### config.mk
export PLATFORM = sky130hd
export DESIGN_NAME = fpu_exceptions_pipe_flat
export DESIGN_NICKNAME = d
export VERILOG_FILES = /design/src/rtl/fpu_exceptions_pipe_if.sv /design/src/rtl/fpu_exceptions_pipe.sv /design/src/flat_wrapper.sv
export SDC_FILE = /design/constraint.sdc
export NUM_CORES = 1
export LEC_CHECK = 0
export ABC_AREA = 1
export ABC_CLOCK_PERIOD_IN_PS = 3700
export BUFFER_PORTS_ARGS = -buffer_cell sky130_fd_sc_hd__buf_4
export CAP_MARGIN = 10
export CORE_MARGIN = 1
export CORE_UTILIZATION = 54
export DETAILED_ROUTE_END_ITERATION = 10
export GPL_TIMING_DRIVEN = 0
export PLACE_DENSITY = 0.94
export SLEW_MARGIN = 20
export SYNTH_ARGS = -nofsm -noshare
export SYNTH_HDL_FRONTEND = slang
export SYNTH_SLANG_ARGS = --single-unit
### constraint.sdc
create_clock -name clk -period 3.7 [get_ports clk]
set_input_delay 0.74 -clock clk [delete_from_list [all_inputs] [get_ports clk]]
set_output_delay 0.74 -clock clk [all_outputs]
set_load 0.01 [all_outputs]
### src/rtl/fpu_exceptions_pipe_if.sv
// Handshaked bus between the FPU arithmetic core, the exceptions stage and writeback/CSR.
// master = core/writeback side driving the stage, slave = the exceptions stage itself.
interface fpu_exceptions_pipe_if #(
    parameter int EXP_BITS = 11,
    parameter int MAN_BITS = 52
);
    localparam int W = 1 + EXP_BITS + MAN_BITS;

    logic                in_valid;
    logic                in_ready;
    logic [1:0]          op;
    logic [1:0]          rmode;
    logic [W-1:0]        opa;
    logic [W-1:0]        opb;
    logic [W-1:0]        in_except;
    logic [EXP_BITS:0]   exponent_in;
    logic [1:0]          mantissa_in;
    logic                out_valid;
    logic                out_ready;
    logic [W-1:0]        out;
    logic [4:0]          flags;
    logic [4:0]          fflags;
    logic                fflags_clr;

    modport master (
        output in_valid, op, rmode, opa, opb, in_except, exponent_in, mantissa_in,
               out_ready, fflags_clr,
        input  in_ready, out_valid, out, flags, fflags
    );

    modport slave (
        input  in_valid, op, rmode, opa, opb, in_except, exponent_in, mantissa_in,
               out_ready, fflags_clr,
        output in_ready, out_valid, out, flags, fflags
    );
endinterface

### src/rtl/fpu_exceptions_pipe.sv
// FPU exceptions stage: special-operand classification, result override and IEEE flags,
// computed combinationally at the input and carried through an elastic PIPE_STAGES pipeline.
module fpu_exceptions_pipe #(
    parameter int EXP_BITS    = 11,
    parameter int MAN_BITS    = 52,
    parameter int PIPE_STAGES = 2,
    parameter int CANON_NAN   = 1
) (
    input  logic                 clk,
    input  logic                 rst_n,
    fpu_exceptions_pipe_if.slave bus
);
    localparam int W = 1 + EXP_BITS + MAN_BITS;

    localparam logic [EXP_BITS-1:0] EMAX    = '1;
    localparam logic [EXP_BITS-1:0] EMAXM1  = EMAX - 1'b1;
    localparam logic [MAN_BITS-1:0] QBIT    = {1'b1, {(MAN_BITS-1){1'b0}}};
    localparam logic [W-2:0]        INF_MAG = {EMAX, {MAN_BITS{1'b0}}};
    localparam logic [W-2:0]        MAXF_MAG = {EMAXM1, {MAN_BITS{1'b1}}};
    localparam logic [W-1:0]        CNAN    = {1'b0, EMAX, QBIT};
    localparam logic [W-1:0]        QMASK   = {{(EXP_BITS+1){1'b0}}, QBIT};

    localparam logic [4:0] F_NV = 5'b10000;
    localparam logic [4:0] F_DZ = 5'b01000;
    localparam logic [4:0] F_OF = 5'b00100;
    localparam logic [4:0] F_UF = 5'b00010;
    localparam logic [4:0] F_NX = 5'b00001;

    typedef struct packed {
        logic [W-1:0] res;
        logic [4:0]   flg;
    } beat_t;

    // operand classification
    logic [EXP_BITS-1:0] w_ea, w_eb;
    logic [MAN_BITS-1:0] w_ma, w_mb;
    logic w_sa, w_sb, w_sx;
    logic w_za, w_zb, w_ia, w_ib, w_na, w_nb, w_sna, w_snb, w_fa, w_fb;
    logic w_add, w_sub, w_mul, w_div;

    assign w_ea  = bus.opa[W-2:MAN_BITS];
    assign w_eb  = bus.opb[W-2:MAN_BITS];
    assign w_ma  = bus.opa[MAN_BITS-1:0];
    assign w_mb  = bus.opb[MAN_BITS-1:0];
    assign w_sa  = bus.opa[W-1];
    assign w_sb  = bus.opb[W-1];
    assign w_sx  = bus.in_except[W-1];

    assign w_za  = (w_ea == '0) && (w_ma == '0);
    assign w_zb  = (w_eb == '0) && (w_mb == '0);
    assign w_ia  = (w_ea == EMAX) && (w_ma == '0);
    assign w_ib  = (w_eb == EMAX) && (w_mb == '0);
    assign w_na  = (w_ea == EMAX) && (w_ma != '0);
    assign w_nb  = (w_eb == EMAX) && (w_mb != '0);
    assign w_sna = w_na && !w_ma[MAN_BITS-1];
    assign w_snb = w_nb && !w_mb[MAN_BITS-1];
    assign w_fa  = (w_ea != EMAX);
    assign w_fb  = (w_eb != EMAX);

    assign w_add = (bus.op == 2'b00);
    assign w_sub = (bus.op == 2'b01);
    assign w_mul = (bus.op == 2'b10);
    assign w_div = (bus.op == 2'b11);

    // exception conditions
    logic w_nv, w_dz, w_nan, w_xinf, w_ovf, w_maxf, w_dzero, w_unf;

    assign w_nv = w_sna || w_snb
               || (w_add && w_ia && w_ib && (w_sa != w_sb))
               || (w_sub && w_ia && w_ib && (w_sa == w_sb))
               || (w_mul && ((w_za && w_ib) || (w_ia && w_zb)))
               || (w_div && ((w_za && w_zb) || (w_ia && w_ib)));
    assign w_dz    = w_div && w_zb && w_fa && !w_za;
    assign w_nan   = w_na || w_nb || w_nv;
    assign w_xinf  = (!w_div && (w_ia || w_ib)) || (w_div && w_ia) || w_dz;
    assign w_ovf   = w_fa && w_fb && (bus.exponent_in >= {1'b0, EMAX});
    // directed roundings that never reach infinity clamp to the largest finite value
    assign w_maxf  = (bus.rmode == 2'b01)
                  || (bus.rmode == 2'b10 && w_sx)
                  || (bus.rmode == 2'b11 && !w_sx);
    assign w_dzero = w_div && w_fa && w_ib;
    assign w_unf   = (w_mul || w_div) && w_fa && !w_za && w_fb && (w_div || !w_zb)
                  && (bus.in_except[W-2:0] == '0);

    beat_t w_beat;

    always_comb begin
        w_beat.res = bus.in_except;
        w_beat.flg = {4'b0000, |bus.mantissa_in};
        if (w_nan) begin
            w_beat.flg = w_nv ? F_NV : 5'b00000;
            w_beat.res = CNAN;
            if (CANON_NAN == 0 && w_na)
                w_beat.res = bus.opa | QMASK;
            else if (CANON_NAN == 0 && w_nb)
                w_beat.res = bus.opb | QMASK;
        end else if (w_xinf) begin
            w_beat.res = {w_sx, INF_MAG};
            w_beat.flg = w_dz ? F_DZ : 5'b00000;
        end else if (w_ovf) begin
            w_beat.res = {w_sx, (w_maxf ? MAXF_MAG : INF_MAG)};
            w_beat.flg = F_OF | F_NX;
        end else if (w_dzero) begin
            w_beat.res = {w_sx, {(W-1){1'b0}}};
            w_beat.flg = 5'b00000;
        end else if (w_unf) begin
            w_beat.res = {w_sx, {(W-1){1'b0}}};
            w_beat.flg = F_UF | F_NX;
        end
    end

    // elastic pipeline: index 0 is the incoming beat, PIPE_STAGES is the output register
    logic  [PIPE_STAGES:1] r_vld;
    beat_t [PIPE_STAGES:1] r_stg;
    logic  [PIPE_STAGES:0] w_vld;
    beat_t [PIPE_STAGES:0] w_stg;
    logic  [PIPE_STAGES:1] w_adv;
    logic  [4:0]           r_fflags;
    logic                  w_fire;

    assign w_vld  = {r_vld, bus.in_valid};
    assign w_stg  = {r_stg, w_beat};
    assign w_fire = r_vld[PIPE_STAGES] && bus.out_ready;

    always_comb begin
        w_adv = '0;
        w_adv[PIPE_STAGES] = !r_vld[PIPE_STAGES] || bus.out_ready;
        for (int k = PIPE_STAGES - 1; k >= 1; k--)
            w_adv[k] = !r_vld[k] || w_adv[k+1];
    end

    always_ff @(posedge clk) begin
        if (!rst_n) begin
            r_vld    <= '0;
            r_stg    <= '0;
            r_fflags <= '0;
        end else begin
            for (int k = 1; k <= PIPE_STAGES; k++) begin
                if (w_adv[k]) begin
                    r_vld[k] <= w_vld[k-1];
                    if (w_vld[k-1])
                        r_stg[k] <= w_stg[k-1];
                end
            end
            // a clear in the same cycle as an accepted beat keeps that beat's flags
            r_fflags <= (bus.fflags_clr ? 5'b00000 : r_fflags)
                      | (w_fire ? r_stg[PIPE_STAGES].flg : 5'b00000);
        end
    end

    assign bus.in_ready  = w_adv[1];
    assign bus.out_valid = r_vld[PIPE_STAGES];
    assign bus.out       = r_stg[PIPE_STAGES].res;
    assign bus.flags     = r_stg[PIPE_STAGES].flg;
    assign bus.fflags    = r_fflags;
endmodule

### src/flat_wrapper.sv
// flat-port wrapper written by rule: the top's interface ports become plain ports
module fpu_exceptions_pipe_flat 
#(
    parameter int EXP_BITS    = 11,
    parameter int MAN_BITS    = 52,
    parameter int PIPE_STAGES = 2,
    parameter int CANON_NAN   = 1
)
  (clk, rst_n, bus_in_valid, bus_op, bus_rmode, bus_opa, bus_opb, bus_in_except, bus_exponent_in, bus_mantissa_in, bus_out_ready, bus_fflags_clr, bus_in_ready, bus_out_valid, bus_out, bus_flags, bus_fflags);
  fpu_exceptions_pipe_if #(.EXP_BITS(EXP_BITS), .MAN_BITS(MAN_BITS)) bus_i ();
  input  logic clk;
  input  logic rst_n;
  input wire logic [$bits(bus_i.in_valid)-1:0] bus_in_valid;
  input wire logic [$bits(bus_i.op)-1:0] bus_op;
  input wire logic [$bits(bus_i.rmode)-1:0] bus_rmode;
  input wire logic [$bits(bus_i.opa)-1:0] bus_opa;
  input wire logic [$bits(bus_i.opb)-1:0] bus_opb;
  input wire logic [$bits(bus_i.in_except)-1:0] bus_in_except;
  input wire logic [$bits(bus_i.exponent_in)-1:0] bus_exponent_in;
  input wire logic [$bits(bus_i.mantissa_in)-1:0] bus_mantissa_in;
  input wire logic [$bits(bus_i.out_ready)-1:0] bus_out_ready;
  input wire logic [$bits(bus_i.fflags_clr)-1:0] bus_fflags_clr;
  output wire logic [$bits(bus_i.in_ready)-1:0] bus_in_ready;
  output wire logic [$bits(bus_i.out_valid)-1:0] bus_out_valid;
  output wire logic [$bits(bus_i.out)-1:0] bus_out;
  output wire logic [$bits(bus_i.flags)-1:0] bus_flags;
  output wire logic [$bits(bus_i.fflags)-1:0] bus_fflags;
  assign bus_i.in_valid = bus_in_valid;
  assign bus_i.op = bus_op;
  assign bus_i.rmode = bus_rmode;
  assign bus_i.opa = bus_opa;
  assign bus_i.opb = bus_opb;
  assign bus_i.in_except = bus_in_except;
  assign bus_i.exponent_in = bus_exponent_in;
  assign bus_i.mantissa_in = bus_mantissa_in;
  assign bus_i.out_ready = bus_out_ready;
  assign bus_i.fflags_clr = bus_fflags_clr;
  assign bus_in_ready = bus_i.in_ready;
  assign bus_out_valid = bus_i.out_valid;
  assign bus_out = bus_i.out;
  assign bus_flags = bus_i.flags;
  assign bus_fflags = bus_i.fflags;
  fpu_exceptions_pipe #(.EXP_BITS(EXP_BITS), .MAN_BITS(MAN_BITS), .PIPE_STAGES(PIPE_STAGES), .CANON_NAN(CANON_NAN)) u_core (.clk(clk), .rst_n(rst_n), .bus(bus_i));
endmodule
==> impl_metrics.py <==
metrics = {
    "status": {
        "outcome": "completed",
    },
    "route": {
        "dr.pass1.iters": 5,
        "vias": 8524,
        "ant_nets": 0,
        "viasPerCell": 5.33,
        "drt_iter0_markers": 676,
        "wire_per_inst_um": 15.4,
        "drcViolationCount": 0,
        "finalWirelength_mm": 24.6,
    },
    "power": {
        "p_int_mw": 3.09,
        "switching_power_mw": 1.13,
        "power.leakage_nw": 5.14,
        "p_sw_share_pct": 26.8,
        "p_per_area_nw_per_um2": 389,
        "p_seq_share_pct": 40.9,
        "combPwrFrac_pct": 18.9,
        "ir_drop_mv": 0.405,
        "clkPwrFrac_pct": 40.1,
    },
    "sta": {
        "hold_violations": 0,
        "whs_ns": 0.458,
        "period_share_pct": 67.2,
        "tightest_slew_ns": 0.758,
        "slew_violations": 0,
        "fin_crit_ns": 2.49,
        "setup_viol": 0,
        "max_freq_ghz": 0.402,
        "clock_skew_ns": 0.0109,
        "relSlewSlack_pct": 49.4,
        "setup_tns_ns": 0,
        "worst_slack_ns": 1.21,
        "rsz0062_at_grt": "no",
    },
    "clock_tree": {
        "clk_latency_ns": 0.43,
        "htreeDepth": 4,
        "cts_hold_buf": 0,
        "cts_tree": "built",
        "cts_num_sinks": 145,
        "clockBufferDepth": 2,
        "post_cts_buffers": 0,
        "cts_root_buf": "clkbuf_16",
        "cts_made_buffers": 17,
        "ctsResizeCount": 0,
        "path_clk_slew_ns": 0.07,
    },
    "cells_and_area": {
        "drive_above_1_share_pct": 36.5,
        "fin_nets": 1622,
        "post-route-cell-area_um2": 10900,
        "syn2layout_area_growth_pct": 37.8,
        "finalNonFillerCells": 1600,
        "diodes": 0,
        "seq_area_um2": 2900,
        "fill_cells": 1016,
        "multi_input_area_um2": 3700,
    },
    "critical_path": {
        "path_max_fanout": 10,
        "cp.arrival_ns": 2.78,
        "reg2reg_depth": 8,
        "critPathKind": "input port to flip-flop",
        "startpoint": "bus_opa[58]",
        "reg2reg_to": "u_core.r_stg[16]",
        "worstSetupStartpointType": "input port",
        "crit_end": "u_core.r_stg[19]",
        "reg2reg_slack_ns": 1.57,
        "timing.rr.start": "u_core.r_vld[2]",
        "crit_required_ns": 4.00,
        "crit_path_end_kind": "flip-flop",
    },
    "placed_design": {
        "hpwl_mm": 18.7,
        "gp_congestion": 0.909,
        "io_buffer_count": 290,
        "dpl-instance-area_um2": 10300,
        "dp_slack_ns": 0.854,
        "dp_cells": 1568,
    },
    "floorplanning": {
        "initial_core_util_pct": 56.1,
        "die_w_um": 123,
        "fp.dieArea_um2": 15100,
        "num_rows": 43,
        "coreArea_um2": 14000,
        "io_pins": 291,
        "fp.dieH_um": 123,
    },
    "global_routing": {
        "grt_start_max_net_pins": 17,
        "grt_pass1_vias": 8285,
        "grt_pass1_wl_mm": 38.3,
        "grt-ovfl-total": 0,
        "grt.total_usage_pct": 33.3,
        "antenna_found_initial": 0,
    },
    "worst_hold_path": {
        "min_path_type": "flip-flop to flip-flop",
    },
    "logic_synthesis": {
        "syn_inst": 1098,
        "ys_seq_elements": 145,
        "synth_ff_type": "dfxtp_1",
        "synth_area_um2": 7880,
        "avgSynthCellArea_um2": 7.17,
        "yosysMostFrequentCell": "nor2_1",
        "synthTopCellsByCount": "nor2_1 (215), dfxtp_1 (145), nand2_1 (145), o21ai_0 (122), inv_1 (105)",
        "synth_top_area_share_pct": 36.8,
        "synthArstFlopShare_pct": 0,
        "synthTopCellsByArea": "dfxtp_1 (37%), nor2_1 (10%), o21ai_0 (7.8%), buf_4 (7.1%), nand2_1 (6.9%)",
        "yosysTopAreaCell": "dfxtp_1",
        "ys_warn_count": 0,
        "yosysSeqAreaShare_pct": 36.8,
        "synthesis.nets": 1313,
        "synthDistinctLibCells": 30,
        "synth_edf_count": 0,
    },
    "flow_run": {
        "drv_cap": 0,
    },
}
## critical path: stages
cell and delay [ns]:
buf_4 0.07, inv_1 0.05, nor3_1 0.30, nand3b_1 0.20, nand3_1 0.18, clkbuf_1 0.42, buf_1 0.39, o21ai_0 0.24
nand3_2 0.13, a21oi_2 0.05
## registers in the layout, summed over array words and instances (netlist names)
signal,cells
u_core.bus.fflags,5
u_core.bus.flags,5
u_core.bus.out,64
u_core.r_stg,69
u_core.r_vld,2
## kinds of logic after synthesis
family,count (synthesis),synth area share (%)
AND/OR/NAND/NOR,487,29.4
buffers and inverters,238,16.2
AO/OA/AOI/OAI,226,17.3
flip-flops,145,36.8
XOR/XNOR,2,0.222
## how the worst min path moves through the flow
| stage | startpoint | endpoint | cells past startpoint |
|---|---|---|---|
| floorplan | u_core.r_stg[56] | u_core.bus.out[51] | 2 |
| global placement | u_core.r_stg[1] | u_core.bus.flags[1] | 2 |
| detailed placement | u_core.r_stg[57] | u_core.bus.out[52] | 2 |
| CTS | u_core.r_stg[57] | u_core.bus.out[52] | 2 |
| global route | u_core.r_stg[4] | u_core.bus.flags[4] | 2 |
| finish | u_core.r_stg[4] | u_core.bus.flags[4] | 2 |
## metrics by stage
stage          utilization [%]  total power, mW
6_report                  77.3             4.23
3_5_place_dp              73.2             2.55
2_1_floorplan                -             2.17
4_1_cts                   77.3             4.22
3_3_place_gp              73.2             2.52
5_1_grt                   77.3             4.37
## layout by cell type (no fill, tap or decap), drive strengths merged
master,instances
a21oi,90
clkbuf,61
bufinv,2
nor2,221
inv,109
nand3b,4
clkinvlp,2
dfxtp,145
o21ai,122
or2,1
nand4,24
nand3,83
xnor2,1
buf,381
o2111ai,1
nor3,7
xor2,1
a22o,1
and2,1
o31ai,1
nand2,146
clkinv,5
a211oi,11
## power groups by stage
stage	Sequential (mW)	Clock, mW	Combinational [mW]
3_5_place_dp	1.76	0	0.786
3_3_place_gp	1.76	0	0.762
2_1_floorplan	1.74	0	0.433
5_1_grt	1.74	1.76	0.874
4_1_cts	1.73	1.69	0.796
6_report	1.73	1.70	0.800
## layer usage
metal	global-route usage [%]	vias up	wire, um
met2	60.3	434	12700
met4	19.2	0	996
met3	7.43	100	1970
met1	35.2	3892	8910
li1	-	4098	-
met5	0	-	0
## final cells by class
type	count	area share, %
buffer	132	8.10
clock buffer	20	4.11
clock inverter	12	1.22
inverter	106	3.66
multi-input combinational	715	34.0
sequential	145	26.7
tap	180	2.07
timing repair buffer	290	20.0
Note: power is estimated with default switching activity, not from simulation.
